$ cat src/rtl/sr_result_buffer.sv
`default_nettype none
// ============================================================================
// Module   : sr_result_buffer
// Purpose  : Two-entry elastic buffer placed after the shift/rotate execute
//            unit. It holds {result, flags, destination tag, flag_we} per
//            entry and presents the entries in order to writeback through a
//            valid/ready handshake. The architectural flag register
//            {CF, ZF, SF, OF} is updated only when an entry retires with
//            flag_we set. A flush discards every buffered entry. The entry
//            that retires in the flush cycle still updates the flags.
//
// Ports    : clk           rising-edge clock
//            rst_n         synchronous active-low reset
//            i_in_valid    upstream result valid
//            o_in_ready    buffer can accept an entry this cycle
//            i_in_res      shift/rotate result
//            i_in_flags    {CF, ZF, SF, OF} produced with the result
//            i_in_rd       destination register tag
//            i_in_flag_we  entry updates architectural flags on retire
//            i_flush       discard buffered entries
//            o_out_valid   head entry valid
//            i_out_ready   writeback accepts the head entry
//            o_out_res     head result
//            o_out_rd      head destination tag
//            o_arch_flags  architectural {CF, ZF, SF, OF}
//            o_occupancy   number of entries held (0..2)
//
// Revision : 1.0 - initial release
// ============================================================================
module sr_result_buffer #(
    parameter int DATA_W = 8,
    parameter int RD_W   = 3
) (
    input  logic              clk,
    input  logic              rst_n,
    input  logic              i_in_valid,
    output logic              o_in_ready,
    input  logic [DATA_W-1:0] i_in_res,
    input  logic [3:0]        i_in_flags,
    input  logic [RD_W-1:0]   i_in_rd,
    input  logic              i_in_flag_we,
    input  logic              i_flush,
    output logic              o_out_valid,
    input  logic              i_out_ready,
    output logic [DATA_W-1:0] o_out_res,
    output logic [RD_W-1:0]   o_out_rd,
    output logic [3:0]        o_arch_flags,
    output logic [1:0]        o_occupancy
);

    localparam logic [1:0] c_CNT_EMPTY = 2'd0;
    localparam logic [1:0] c_CNT_FULL  = 2'd2;

    // Entry storage. It is not reset, because an entry is only read while
    // the count says it is live.
    logic [DATA_W-1:0] r_res   [0:1];
    logic [3:0]        r_flags [0:1];
    logic [RD_W-1:0]   r_rd    [0:1];
    logic              r_we    [0:1];

    logic              r_head;
    logic              r_tail;
    logic [1:0]        r_count;
    logic [3:0]        r_arch_flags;

    logic              w_in_ready;
    logic              w_out_valid;
    logic              w_push;
    logic              w_pop;

    // Readiness depends only on the count. This keeps out_ready from
    // reaching in_ready combinationally.
    assign w_in_ready  = (r_count != c_CNT_FULL);
    assign w_out_valid = (r_count != c_CNT_EMPTY);
    assign w_push      = i_in_valid & w_in_ready;
    assign w_pop       = w_out_valid & i_out_ready;

    // Storage write. A push in a flush cycle is dropped, so it is not written.
    always_ff @(posedge clk) begin
        if (rst_n && w_push && !i_flush) begin
            r_res[r_tail]   <= i_in_res;
            r_flags[r_tail] <= i_in_flags;
            r_rd[r_tail]    <= i_in_rd;
            r_we[r_tail]    <= i_in_flag_we;
        end
    end

    // Pointers and count. With two entries, a pointer wrap is a bit toggle.
    always_ff @(posedge clk) begin
        if (!rst_n) begin
            r_head  <= 1'b0;
            r_tail  <= 1'b0;
            r_count <= c_CNT_EMPTY;
        end else if (i_flush) begin
            r_head  <= 1'b0;
            r_tail  <= 1'b0;
            r_count <= c_CNT_EMPTY;
        end else begin
            if (w_push) begin
                r_tail <= ~r_tail;
            end
            if (w_pop) begin
                r_head <= ~r_head;
            end
            case ({w_push, w_pop})
                2'b10:   r_count <= r_count + 2'd1;
                2'b01:   r_count <= r_count - 2'd1;
                default: r_count <= r_count;
            endcase
        end
    end

    // Architectural flags. Writeback has already consumed a popped head
    // entry, so it retires even in a flush cycle.
    always_ff @(posedge clk) begin
        if (!rst_n) begin
            r_arch_flags <= 4'b0000;
        end else if (w_pop && r_we[r_head]) begin
            r_arch_flags <= r_flags[r_head];
        end
    end

    assign o_in_ready   = w_in_ready;
    assign o_out_valid  = w_out_valid;
    assign o_out_res    = r_res[r_head];
    assign o_out_rd     = r_rd[r_head];
    assign o_arch_flags = r_arch_flags;
    assign o_occupancy  = r_count;

endmodule
`default_nettype wire

$ cat config.mk
export PLATFORM = sky130hd
export DESIGN_NAME = sr_result_buffer
export DESIGN_NICKNAME = d
export VERILOG_FILES = /design/src/rtl/sr_result_buffer.sv
export SDC_FILE = /design/constraint.sdc
export NUM_CORES = 1
export LEC_CHECK = 0
export CELL_PAD_IN_SITES_DETAIL_PLACEMENT = 0
export CELL_PAD_IN_SITES_GLOBAL_PLACEMENT = 1
export CORE_ASPECT_RATIO = 0.9
export CORE_MARGIN = 2
export CORE_UTILIZATION = 39
export DETAILED_ROUTE_END_ITERATION = 7
export GPL_TIMING_DRIVEN = 1
export HOLD_SLACK_MARGIN = 0.15
export PLACE_DENSITY = 0.9
export SYNTH_ARGS = -nofsm -noshare
export SYNTH_HDL_FRONTEND = slang
export SYNTH_SLANG_ARGS = --single-unit
$ cat constraint.sdc
create_clock -name clk -period 3.1 [get_ports clk]
set_input_delay 0.775 -clock clk [delete_from_list [all_inputs] [get_ports clk]]
set_output_delay 0.775 -clock clk [all_outputs]
set_load 0.03 [all_outputs]
==> flow_summary.json, run 1 <==
{
  "grt_usage_pct": 13.4,
  "crit_path_end_kind": "output port",
  "totalWireLength_um": 2770,
  "gp_congestion": 0.637,
  "cts.sinks": 41,
  "leakage_nw": 0.677,
  "post_cts_buffers": 0,
  "vias": 902,
  "layout-drive-gt1-share_pct": 18.4,
  "cts-root-buf": "clkbuf_8",
  "ys_ff_latch": 41,
  "slowest_delay_ns": 0.67,
  "syn_nets": 112,
  "p_seq_share_pct": 58.4,
  "skew_ns": 0.00430,
  "portBuffers": 39,
  "via_per_inst": 4.96,
  "synth_seq_area_share_pct": 75.1,
  "worstSetupStartpointType": "register",
  "path_clk_slew_ns": 0.07,
  "p_int_w": 0.000815,
  "register_area_um2": 1140,
  "core_area_um2": 3730,
  "slowest_stage": "dfxtp_1",
  "drc": 0,
  "worstPathCellList": "mux2_2, clkdlybuf4s50_1",
  "fillers": 319,
  "htreeDepth": 2,
  "p_clk_share_pct": 31.3,
  "ctsLongestPathBuffers": 2,
  "setup_tns_ns": 0,
  "antenna_found_initial": 0,
  "cap_violations": 0,
  "die-area_um2": 4410,
  "powerDensity_nw_per_um2": 508,
  "critPathMaxFanout": 12,
  "avgSynthCellArea_um2": 16.9,
  "hold_slack_ns": 0.523,
  "ant_nets": 0,
  "hp-start": "o_arch_flags[0]",
  "rsz0062_at_grt": "no",
  "layout.cells.most_common": "clkdlybuf4s50_1",
  "drt-pass1-iter-count": 4,
  "hp-class": "register to register",
  "postPlaceCellArea_um2": 1980,
  "synth_cell_types": 22,
  "min_period_over_period_pct": 88.5,
  "worst_pin_slew_ns": 0.549,
  "cts_made_buffers": 5,
  "slew_violations": 0,
  "cts_hold_buffers": 0,
  "syn_to_final_growth_pct": 35.6,
  "hold_viol_final": 0,
  "wl_per_cell_um": 15.2,
  "crit_type": "register to output port",
  "die_w_um": 69.8,
  "fin_crit_ns": 2.74,
  "io_pins": 40,
  "grt_pass1_vias": 955,
  "fmax_ghz": 0.364,
  "required_ns": 2.32,
  "n_antenna_cell": 0,
  "yosysWarnings": 0,
  "dp_slack_ns": 0.642,
  "power.total_w": 0.00105,
  "slew_headroom_pct": 63.4,
  "setup_violations": 0,
  "die_h_um": 63.2,
  "dp_hpwl_um": 1960,
  "critPathArrivalTime_ns": 1.97,
  "status": "completed",
  "post_cts_resized": 0,
  "timing.critical_path.buf_inv": 1,
  "row_count": 21,
  "path_delay_family": "flip-flops",
  "design_area_um2": 2060,
  "cts_tree": "yes",
  "grt_pass1_wl_um": 4430,
  "overflow": 0,
  "ir_worst_vdd_uv": 394,
  "switching_power_w": 0.000233,
  "synth_area_um2": 1520,
  "drtIter0Drc": 32,
  "clock_latency_ns": 0.28,
  "layout_common_cells": "clkdlybuf4s50_1, edfxtp_1, mux2_2",
  "grt_max_degree": 17,
  "rr_startpoint": "o_occupancy[0]",
  "finalWorstSetupSlack_ns": 0.356,
  "start_util_pct": 40.7,
  "syn_inst": 90,
  "nNetsFinal": 157,
  "multiInputGateArea_um2": 364,
  "power_frac_comb_pct": 10.2,
  "swShare_pct": 22.2
}
[kinds of logic (layout without fill, tap and decap cells)]
kind of cell / count (synthesis) / count (layout) / share of synthesized area [%]
compound gates: 13 / 13 / 5.60
simple gates: 11 / 11 / 3.62
flops: 41 / 41 / 75.1
buf+inv: 5 / 51 / 1.65
mux: 16 / 16 / 11.5
fa+ha+maj: 1 / 1 / 0.823
xor+xnor: 3 / 3 / 1.73
[cells in the mapped netlist, drive strengths merged]
library cell | n | area share [%]
buf | 3 | 1.2
a21o | 1 | 0.49
o21a | 1 | 0.49
or2 | 1 | 0.41
xnor2 | 2 | 1.2
ha | 1 | 0.82
edfxtp | 32 | 63
nand2 | 1 | 0.25
nand3 | 1 | 0.33
inv | 2 | 0.49
dfxtp | 9 | 12
nand2b | 2 | 0.82
o21ai | 1 | 0.33
mux2 | 12 | 8.9
nor3 | 2 | 0.66
mux2i | 4 | 2.6
a311oi | 4 | 2.3
or3 | 1 | 0.41
nor2 | 3 | 0.74
a21oi | 6 | 2.0
xor2 | 1 | 0.58
[layer usage]
| metal | vias up | GRT usage [%] | wire, µm |
|---|---|---|---|
| met2 | 22 | 22.4 | 1580 |
| li1 | 434 | - | - |
| met3 | 8 | 3.52 | 73 |
| met1 | 438 | 14.4 | 1040 |
| met5 | - | 0 | 0 |
| met4 | 0 | 10.6 | 76 |
[registers in the layout, summed over array words and instances, names as in the netlist, named ones only]
name and cells:
o_arch_flags 4, r_tail 1, r_flags 8, r_rd 6, o_occupancy 2, r_we 2, r_head 1, r_res 16
[power by group through the flow]
stage	Combinational (W)	Sequential, W	Clock [W]
6_report	0.000107	0.000612	0.000328
5_1_grt	0.000114	0.000614	0.000362
4_1_cts	0.000108	0.000612	0.000345
3_5_place_dp	0.000107	0.000625	0
3_3_place_gp	0.000103	0.000624	0
2_1_floorplan	0.0000475	0.000628	0
[path summary, 6_finish.rpt]
check / endpoint / slack, ns / depth (start not counted)
max reg2reg: o_occupancy[1] / 1.36 / 5
min reg2reg: o_arch_flags[0] / 0.52 / 2
min: o_arch_flags[0] / 0.52 / 2
max: o_out_rd[1] / 0.36 / 2
[metrics by stage]
stage | utilization [%] | std cells
2_1_floorplan | - | 90
3_3_place_gp | 53.0 | 174
3_5_place_dp | 53.0 | 174
4_1_cts | 55.3 | 182
5_1_grt | 55.3 | 182
6_report | 55.3 | 182
[worst reg2reg max path: stages, from the launching register on]
cell and delay, ns:
dfxtp_1 0.44, nand2b_1 0.23, nand2_1 0.13, ha_1 0.35, or3_1 0.36, a21oi_1 0.15
[cell type report]
cell class                      count  area share (%)
Sequential cell                    41            55.3
Timing Repair Buffer               41            19.7
Multi-Input combinational cell     44            17.7
Clock buffer                        5            3.34
Tap cell                           46            2.79
Clock inverter                      3           0.850
Inverter                            2           0.364
(Power assumes the default switching activity.)
==> run 2, diff against run 1 <==
- TNS_END_PERCENT: unset -> 5
==> results of run 2 <==
Final layout, timing and power as in run 1 (identical DEF).
